## src/rtl/gaussian_pkg.sv

```systemverilog
// Shared types and elaboration-time helpers for the streaming Gaussian blur.
// Weights are binomial coefficients, so every sum width follows from KSIZE alone.
package gaussian_pkg;

  typedef enum logic {
    IDLE   = 1'b0,
    ACTIVE = 1'b1
  } frame_state_e;

  // C(ksize-1, idx); each step stays an exact integer
  function automatic int binomial_weight(input int ksize, input int idx);
    int w;
    w = 1;
    for (int i = 0; i < idx; i++) begin
      w = w * (ksize - 1 - i) / (i + 1);
    end
    return w;
  endfunction

  function automatic int norm_shift(input int ksize);
    return 2 * (ksize - 1);
  endfunction

  function automatic int vsum_width(input int width, input int ksize);
    return width + ksize - 1;
  endfunction

  function automatic int hsum_width(input int width, input int ksize);
    return width + 2 * (ksize - 1);
  endfunction

endpackage

```

## src/rtl/gaussian_line_buffer.sv

```systemverilog
// One image row of storage: asynchronous read-first access, write on enable.
// Read data reflects the old contents at addr_in until the clock edge commits the write.
module gaussian_line_buffer #(
  parameter  int WIDTH = 8,
  parameter  int DEPTH = 64,
  localparam int AW    = $clog2(DEPTH)
) (
  input  logic             clk_in,
  input  logic             wr_en_in,
  input  logic [AW-1:0]    addr_in,
  input  logic [WIDTH-1:0] wr_data_in,
  output logic [WIDTH-1:0] rd_data_out
);

  logic [WIDTH-1:0] mem_q [DEPTH];

  assign rd_data_out = mem_q[addr_in];

  always_ff @(posedge clk_in) begin
    if (wr_en_in) begin
      mem_q[addr_in] <= wr_data_in;
    end
  end

endmodule

```

## src/rtl/gaussian_window_blur.sv

```systemverilog
// Streaming separable binomial blur (3x3 or 5x5) with internal line buffers,
// frame tracking, round-half-up normalisation and ready/valid backpressure.
module gaussian_window_blur
  import gaussian_pkg::*;
#(
  parameter int WIDTH = 8,
  parameter int KSIZE = 3,
  parameter int IMG_W = 64,
  parameter int IMG_H = 64
) (
  input  logic             clk_in,
  input  logic             rst_in,
  input  logic [WIDTH-1:0] pixel_in,
  input  logic             pixel_valid_in,
  input  logic             sof_in,
  output logic             ready_out,
  output logic [WIDTH-1:0] data_out,
  output logic             data_valid_out,
  output logic             last_out,
  input  logic             ready_in,
  output logic             error_out,
  output logic             busy_out
);

  localparam int S  = norm_shift(KSIZE);
  localparam int VW = vsum_width(WIDTH, KSIZE);
  localparam int HW = hsum_width(WIDTH, KSIZE);
  localparam int CW = $clog2(IMG_W);
  localparam int RW = $clog2(IMG_H);
  localparam int NB = KSIZE - 1;
  localparam logic [CW-1:0] COL_LAST = CW'(IMG_W - 1);
  localparam logic [RW-1:0] ROW_LAST = RW'(IMG_H - 1);
  localparam logic [CW-1:0] COL_MIN  = CW'(KSIZE - 1);
  localparam logic [RW-1:0] ROW_MIN  = RW'(KSIZE - 1);

  if (KSIZE != 3 && KSIZE != 5) begin : g_bad_ksize
    $error("gaussian_window_blur: KSIZE must be 3 or 5");
  end

  typedef logic [WIDTH-1:0] pix_vec_t  [KSIZE];
  typedef logic [VW-1:0]    vsum_vec_t [KSIZE];

  function automatic logic [VW-1:0] vert_sum(input pix_vec_t c);
    logic [VW-1:0] acc;
    acc = '0;
    for (int i = 0; i < KSIZE; i++) begin
      acc = acc + VW'(binomial_weight(KSIZE, i)) * VW'(c[i]);
    end
    return acc;
  endfunction

  function automatic logic [HW-1:0] horiz_sum(input vsum_vec_t v);
    logic [HW-1:0] acc;
    acc = '0;
    for (int j = 0; j < KSIZE; j++) begin
      acc = acc + HW'(binomial_weight(KSIZE, j)) * HW'(v[j]);
    end
    return acc;
  endfunction

  // Cannot overflow: the largest H plus the half-LSB still fits in HW bits
  function automatic logic [WIDTH-1:0] round_norm(input logic [HW-1:0] h);
    logic [HW-1:0] t;
    t = h + HW'(1 << (S - 1));
    return WIDTH'(t >> S);
  endfunction

  logic             en;
  logic             accept;
  logic             beat_ok;
  logic             in_region;
  logic             is_last;
  logic [CW-1:0]    pos_col;
  logic [RW-1:0]    pos_row;
  pix_vec_t         col_vec;
  logic [WIDTH-1:0] lb_rd [NB];
  logic [WIDTH-1:0] lb_wd [NB];

  frame_state_e  state_q, state_d;
  logic [CW-1:0] col_q, col_d;
  logic [RW-1:0] row_q, row_d;
  logic          error_q, error_d;

  pix_vec_t      col_p0_q, col_p0_d;
  logic          vld_p0_q, vld_p0_d;
  logic          out_p0_q, out_p0_d;
  logic          last_p0_q, last_p0_d;
  vsum_vec_t     v_sr_q, v_sr_d;
  logic          vld_p1_q, vld_p1_d;
  logic          last_p1_q, last_p1_d;
  logic [HW-1:0] h_p2_q, h_p2_d;
  logic          vld_p2_q, vld_p2_d;
  logic          last_p2_q, last_p2_d;
  logic [WIDTH-1:0] dout_q, dout_d;
  logic          dvld_q, dvld_d;
  logic          dlast_q, dlast_d;

  assign en        = !dvld_q || ready_in;
  assign ready_out = en && !rst_in;
  assign accept    = pixel_valid_in && ready_out;

  always_comb begin
    state_d = state_q;
    col_d   = col_q;
    row_d   = row_q;
    error_d = error_q;
    beat_ok = 1'b0;
    pos_col = col_q;
    pos_row = row_q;
    if (accept) begin
      if (sof_in) begin
        beat_ok = 1'b1;
        pos_col = '0;
        pos_row = '0;
        if (state_q == ACTIVE) error_d = 1'b1;
        state_d = ACTIVE;
        col_d   = CW'(1);
        row_d   = '0;
      end else if (state_q == IDLE) begin
        error_d = 1'b1;
      end else begin
        beat_ok = 1'b1;
        if (col_q == COL_LAST) begin
          col_d = '0;
          if (row_q == ROW_LAST) begin
            row_d   = '0;
            state_d = IDLE;
          end else begin
            row_d = row_q + RW'(1);
          end
        end else begin
          col_d = col_q + CW'(1);
        end
      end
    end
    in_region = (pos_row >= ROW_MIN) && (pos_col >= COL_MIN);
    // A restarting SOF beat is (0,0), so it can never also be the last pixel
    is_last   = !sof_in && (row_q == ROW_LAST) && (col_q == COL_LAST);
  end

  for (genvar k = 0; k < NB; k++) begin : g_lb
    if (k == 0) begin : g_head
      assign lb_wd[k] = pixel_in;
    end else begin : g_chain
      assign lb_wd[k] = lb_rd[k-1];
    end
    gaussian_line_buffer #(
      .WIDTH(WIDTH),
      .DEPTH(IMG_W)
    ) u_lb (
      .clk_in     (clk_in),
      .wr_en_in   (beat_ok),
      .addr_in    (pos_col),
      .wr_data_in (lb_wd[k]),
      .rd_data_out(lb_rd[k])
    );
  end

  always_comb begin
    for (int i = 0; i < NB; i++) begin
      col_vec[i] = lb_rd[NB-1-i];
    end
    col_vec[KSIZE-1] = pixel_in;
  end

  always_comb begin
    col_p0_d  = col_p0_q;
    vld_p0_d  = vld_p0_q;
    out_p0_d  = out_p0_q;
    last_p0_d = last_p0_q;
    v_sr_d    = v_sr_q;
    vld_p1_d  = vld_p1_q;
    last_p1_d = last_p1_q;
    h_p2_d    = h_p2_q;
    vld_p2_d  = vld_p2_q;
    last_p2_d = last_p2_q;
    dout_d    = dout_q;
    dvld_d    = dvld_q;
    dlast_d   = dlast_q;
    if (en) begin
      // p0: column register
      col_p0_d  = col_vec;
      vld_p0_d  = beat_ok;
      out_p0_d  = in_region;
      last_p0_d = is_last;
      // p1: vertical sum enters the horizontal window, only for real beats
      if (vld_p0_q) begin
        v_sr_d[0] = vert_sum(col_p0_q);
        for (int k = 1; k < KSIZE; k++) begin
          v_sr_d[k] = v_sr_q[k-1];
        end
      end
      vld_p1_d  = vld_p0_q && out_p0_q;
      last_p1_d = vld_p0_q && last_p0_q;
      // p2: horizontal sum
      h_p2_d    = horiz_sum(v_sr_q);
      vld_p2_d  = vld_p1_q;
      last_p2_d = vld_p1_q && last_p1_q;
      // output: round and normalise
      if (vld_p2_q) dout_d = round_norm(h_p2_q);
      dvld_d  = vld_p2_q;
      dlast_d = vld_p2_q && last_p2_q;
    end
  end

  always_ff @(posedge clk_in) begin
    if (rst_in) begin
      state_q   <= IDLE;
      col_q     <= '0;
      row_q     <= '0;
      error_q   <= 1'b0;
      vld_p0_q  <= 1'b0;
      out_p0_q  <= 1'b0;
      last_p0_q <= 1'b0;
      vld_p1_q  <= 1'b0;
      last_p1_q <= 1'b0;
      vld_p2_q  <= 1'b0;
      last_p2_q <= 1'b0;
      dout_q    <= '0;
      dvld_q    <= 1'b0;
      dlast_q   <= 1'b0;
    end else begin
      state_q   <= state_d;
      col_q     <= col_d;
      row_q     <= row_d;
      error_q   <= error_d;
      vld_p0_q  <= vld_p0_d;
      out_p0_q  <= out_p0_d;
      last_p0_q <= last_p0_d;
      vld_p1_q  <= vld_p1_d;
      last_p1_q <= last_p1_d;
      vld_p2_q  <= vld_p2_d;
      last_p2_q <= last_p2_d;
      dout_q    <= dout_d;
      dvld_q    <= dvld_d;
      dlast_q   <= dlast_d;
    end
  end

  always_ff @(posedge clk_in) begin
    col_p0_q <= col_p0_d;
    v_sr_q   <= v_sr_d;
    h_p2_q   <= h_p2_d;
  end

  assign data_out       = dout_q;
  assign data_valid_out = dvld_q;
  assign last_out       = dlast_q;
  assign error_out      = error_q;
  assign busy_out       = (state_q == ACTIVE);

endmodule

```

## config.mk

```make
export PLATFORM = sky130hd
export DESIGN_NAME = gaussian_window_blur
export DESIGN_NICKNAME = d
export VERILOG_FILES = /design/src/rtl/gaussian_pkg.sv /design/src/rtl/gaussian_line_buffer.sv /design/src/rtl/gaussian_window_blur.sv
export SDC_FILE = /design/constraint.sdc
export NUM_CORES = 1
export LEC_CHECK = 0
export CORE_AREA = 8 8 247 344
export DETAILED_ROUTE_END_ITERATION = 16
export DIE_AREA = 0 0 255 352
export GPL_ROUTABILITY_DRIVEN = 0
export GPL_TIMING_DRIVEN = 0
export PLACE_DENSITY_LB_ADDON = 0.15
export SLEW_MARGIN = 25
export SYNTH_ARGS = -nofsm -noshare
export SYNTH_HDL_FRONTEND = slang
export SYNTH_SLANG_ARGS = --single-unit
```

## constraint.sdc

```tcl
create_clock -name clk_in -period 5.59 [get_ports clk_in]
set_clock_uncertainty 0.05 [all_clocks]
set_input_delay 1.118 -clock clk_in [delete_from_list [all_inputs] [get_ports clk_in]]
set_output_delay 1.118 -clock clk_in [all_outputs]
set_load 0.02 [all_outputs]
```

-- Word level (Yosys, flattened, before mapping)
Memory sizes are Yosys's and may differ from the RTL's. A register that Yosys moved wholly into a read port is not among the register bits.
Index checks and enable logic that the tools add are counted.
- bits in registers: 89
- bits in writable memories: 1024
- input bits: 13
- output and inout port bits: 13
- word-level logic and storage cells: 78
- memories: 2
- add/sub/neg operators: 7
- magnitude comparators: 2
- equality and inequality tests: 4
- muxes and demuxes: 23
- reductions and logical operators: 20
- memories (memory ; depth ; width ; rd ports ; clocked after memory_dff ; wr ports ; line ; source):
    g_lb[0].u_lb.mem_q ; 64 ; 8 ; 1 ; 0 ; 1 ; gaussian_line_buffer.sv:15 ; logic [WIDTH-1:0] mem_q [DEPTH];
    g_lb[1].u_lb.mem_q ; 64 ; 8 ; 1 ; 1 ; 1 ; gaussian_line_buffer.sv:15 ;
- operator list (operator ; number):
    2-to-1 mux 6 bit ; 11
    adder 10 x 11 -> 12 bit ; 1
    adder 12 x 10 -> 12 bit ; 1
    adder 12 x 4 -> 12 bit (second input constant) ; 1
    adder 6 x 1 -> 6 bit (second input constant) ; 2
    equality test 6 bit (second input constant) ; 2
    >= comparator 6 x 2 -> 1 bit (second input constant) ; 2
    2-to-1 mux 1 bit ; 12
    adder 10 x 8 -> 10 bit ; 1
    adder 8 x 9 -> 10 bit ; 1
    logical AND 1 bit ; 9
    AND reduction 2 bit ; 3
    AND reduction 3 bit ; 2
    nonzero test 2 bit ; 2
    zero test 1 bit ; 3
    inequality test 2 x 1 -> 1 bit (second input constant) ; 1
    inequality test 2 bit (second input constant) ; 1
    logical OR 1 bit ; 1

-- Longest topological paths before layout
- word-level depth: 7
- depth in mapped cells: 11
- depth with buffers taken out: 10

-- Modules after synthesis
From an unflattened synthesis, not the netlist that was laid out.
- cell total of the unflattened synthesis: 2668
- area, all modules: 44974.4 sq um
- modules (own cells, without submodules) (module ; instances ; cells an instance ; area an instance (sq um) ; seq. area each (sq um)):
    gaussian_line_buffer ; 2 ; 1163 ; 20289.5 ; 15374.7
    gaussian_window_blur ; 1 ; 342 ; 4395.5 ; 2512.4

-- Worst setup path before layout
No wires, ideal clock.
- path type: in2reg
- start point: input port rst_in
- end point: register col_p0_q[10] (netlist name), data pin
- library setup time: 547 ps
- data arrival time: 4248 ps
- data required time: 4993 ps
- setup slack: 745 ps
- stages on the path: 10
- path buffers: 4
- cell sequence: buf_2 nor2b_2 buf_6 a31oi_2 buf_2 clkbuf_1 a222oi_1 o21ai_0 a21oi_1 o211ai_1
- RTL lines (element ; line ; source):
    start, declared ; gaussian_window_blur.sv:12 ; input logic rst_in,
    end signal, assigned ; gaussian_window_blur.sv:241 ; col_p0_q <= col_p0_d;
    end, declared ; gaussian_window_blur.sv:84 ; pix_vec_t col_p0_q, col_p0_d;

==> results.yml <==
detailed_routing:
  drt_pass1_iterations: 6
  ant_nets: 0
  vias: 26800
  drc: 0
  drt-initial-drc-count: 4440
  finalWirelength_um: 150000
  routed_via_density: 7.04
  routedWlPerCell_um: 39.4
synth:
  synth_cells: 2484
  syn_area_per_cell_um2: 17.4
  ys_seq_area_share_pct: 76.8
  synth.distinct_cells: 79
  synth_warnings: 0
  synth-edff-count: 1087
  netlist_top_cells_count: "1087 x edfxtp_1, 275 x a22oi_1, 179 x mux2_2"
  yosys.area.top_type_share_pct: 75.3
  synthTopCellsByArea: "edfxtp_1 75%, a22oi_1 4.8%, mux2_2 4.7%"
  synth_ff_type: "edfxtp_1"
  syn-cell-area_mm2: 0.0433
  netlist.top_cell.by_area: "edfxtp_1"
  synthArstFlopShare_pct: 0
  synth_seq_cells: 1118
  synth.most_common_cell: "edfxtp_1"
  syn_nets: 2536
clocking:
  cts_max_level: 3
  numCtsBuffers: 100
  clockBufferDepth: 3
  hold_buffers: 0
  cts_tree: "done"
  insertion_delay_ps: 690
  clock_sinks: 1118
  cts_setup_buffers: 0
  cts-root-buf: "clkbuf_16"
  clkSlewWorstSetupHoldPaths_ps: 60
global_route:
  grt_pass1_vias: 25900
  grt_pass1_wl_um: 205000
  grt_overflow: 0
  grt_util_all_layers_pct: 33.3
  grt_max_degree: 66
  antenna_found_initial: 5
sta:
  tightest_slew_ps: 1260
  rsz0062_at_grt: "no"
  slew_violations: 0
  period_share_pct: 99.7
  max_freq_mhz: 179
  hold_violations: 0
  period_needed_ps: 5570
  setup_violations: 0
  slew_headroom_pct: 15.1
  setup_slack_ps: 18.2
finish:
  fin_nets: 2723
  regArea_mm2: 0.0333
  fillCellCount: 5627
  layout-drive-gt1-share_pct: 22.3
  fin_area_mm2: 0.0499
  synthToLayoutAreaGrowth_pct: 15.1
  multi_input_area_mm2: 0.00985
critical_path:
  cp-start-kind: "input port"
  cp.required_ps: 6080
  r2r_setup_slack_ps: 370
  worst_setup_path_end_kind: "flop"
  worstPathArrival_ps: 6060
  reg2regPathDepth: 11
  critical_path.startpoint: "ready_in"
  r2r-end: "g_lb[1].u_lb.mem_q[6][2]"
  r2r-start: "col_q[3]"
  worstSetupPathType: "input port to flop"
  crit_path_max_fanout: 11
place:
  dp_hpwl_um: 100000
  postPlaceCellArea_mm2: 0.0466
  port_buffers: 24
  post-place-ws_ps: -794
power:
  cellPowerDensity_mw_per_mm2: 344
  p_leak_nw: 15.4
  ir_drop_uv: 231
floorplan:
  dieArea_mm2: 0.0898
  fp.dieH_um: 352
  core_area_mm2: 0.0797
  ios: 26
  start_util_pct: 54.4
  fp.dieW_um: 255
  rows: 123
hold_path:
  hold_end: "v_sr_q[9]"
  holdCritPathClass: "flop to flop"
  hp-start: "v_sr_q[19]"
  min_path_cells: 0
run:
  drv_cap: 0
outcome:
  status: "completed"
[state kept, by name, indices dropped and copies added (netlist names)]
signal and count:
col_q 6, last_p1_q 1, last_p2_q 1, row_q 6, busy_out 1, col_p0_q 24, data_valid_out 1, error_out 1
vld_p2_q 1, data_out 8, g_lb.u_lb.mem_q 1024, out_p0_q 1, v_sr_q 30, vld_p1_q 1, last_p0_q 1, h_p2_q 9
vld_p0_q 1, last_out 1
[per-stage QoR]
stage	total power, mW	instances	util [%]	hold WS (ps)	setup TNS (ps)
after floorplan	9.94	2484	-	375	0
after global placement	10.4	3570	56.3	386	-1045270
after detailed placement	10.4	3631	58.4	394	-55800
after CTS	17.1	3808	62.5	410	0
after global routing	17.5	3808	62.6	424	0
final	17.2	3811	62.6	411	0
[layout make-up]
class                           count  share of cell area, %
Tap cell                         1062                   2.66
Clock buffer                      125                   5.41
Multi-Input combinational cell   1196                   19.7
Timing Repair Buffer               85                   2.72
Buffer                            151                   1.50
Inverter                           19                  0.143
Antenna cell                        3                 0.0151
Sequential cell                  1118                   66.7
Clock inverter                     52                   1.11
[power breakdown]
| part | switching, mW | internal (mW) |
|---|---|---|
| clock | 3.07 | 3.85 |
| sequential | 0.0343 | 9.29 |
| combinational | 0.641 | 0.285 |
[worst max path at each step]
stage | end | depth (start not counted)
finish | g_lb[1].u_lb.mem_q[6][2] | 16
global route | g_lb[1].u_lb.mem_q[6][2] | 14
CTS | g_lb[1].u_lb.mem_q[6][2] | 16
detailed placement | g_lb[1].u_lb.mem_q[3][2] | 16
global placement | g_lb[1].u_lb.mem_q[3][2] | 10
floorplan | col_p0_q[10] | 10
[critical path: stages]
cell and delay (ps):
clkdlybuf4s50_1 410, nor2b_1 130, buf_4 210, inv_2 70, buf_4 190, a31oi_2 380
buf_2 330, buf_2 510, a222oi_1 220, a21oi_1 810, nor3_2 250, o211ai_1 470
buf_4 320, buf_4 230, buf_4 200, buf_4 170
[layer usage]
| metal | GRT usage, % | vias to the layer above | wire, um |
|---|---|---|---|
| li1 | - | 10500 | - |
| met1 | 39.7 | 13500 | 48800 |
| met2 | 51.0 | 2152 | 68800 |
| met3 | 8.06 | 617 | 17200 |
| met4 | 26.8 | 4 | 15400 |
| met5 | 0 | - | 23 |
[layout by cell type (no fill, tap or decap), types with 21 or more instances in the layout]
cell type,count
dfxtp_1,31
a21oi_1,46
clkbuf_16,102
mux2_2,179
buf_2,89
mux2i_1,65
a22oi_1,275
clkbuf_1,49
buf_4,22
buf_16,21
nor2_1,43
a31oi_1,103
nand2_1,60
o21ai_0,30
edfxtp_1,1087
nor2_4,56
nand3_1,24
ha_1,22
[timing repair]
action,in CTS,in global routing
resized for setup,1,5
hold endpoints to repair,0,0
setup endpoints to repair,8,15
pin swaps,0,0
[cell families after synthesis]
group / share of synthesized area, %
simple gates: 3.11
mux: 6.31
buf+inv: 1.82
xor+xnor: 0.485
flops: 76.8
fa+ha+maj: 1.42
compound gates: 10.1
No activity file was read; power rests on OpenSTA's default activity.
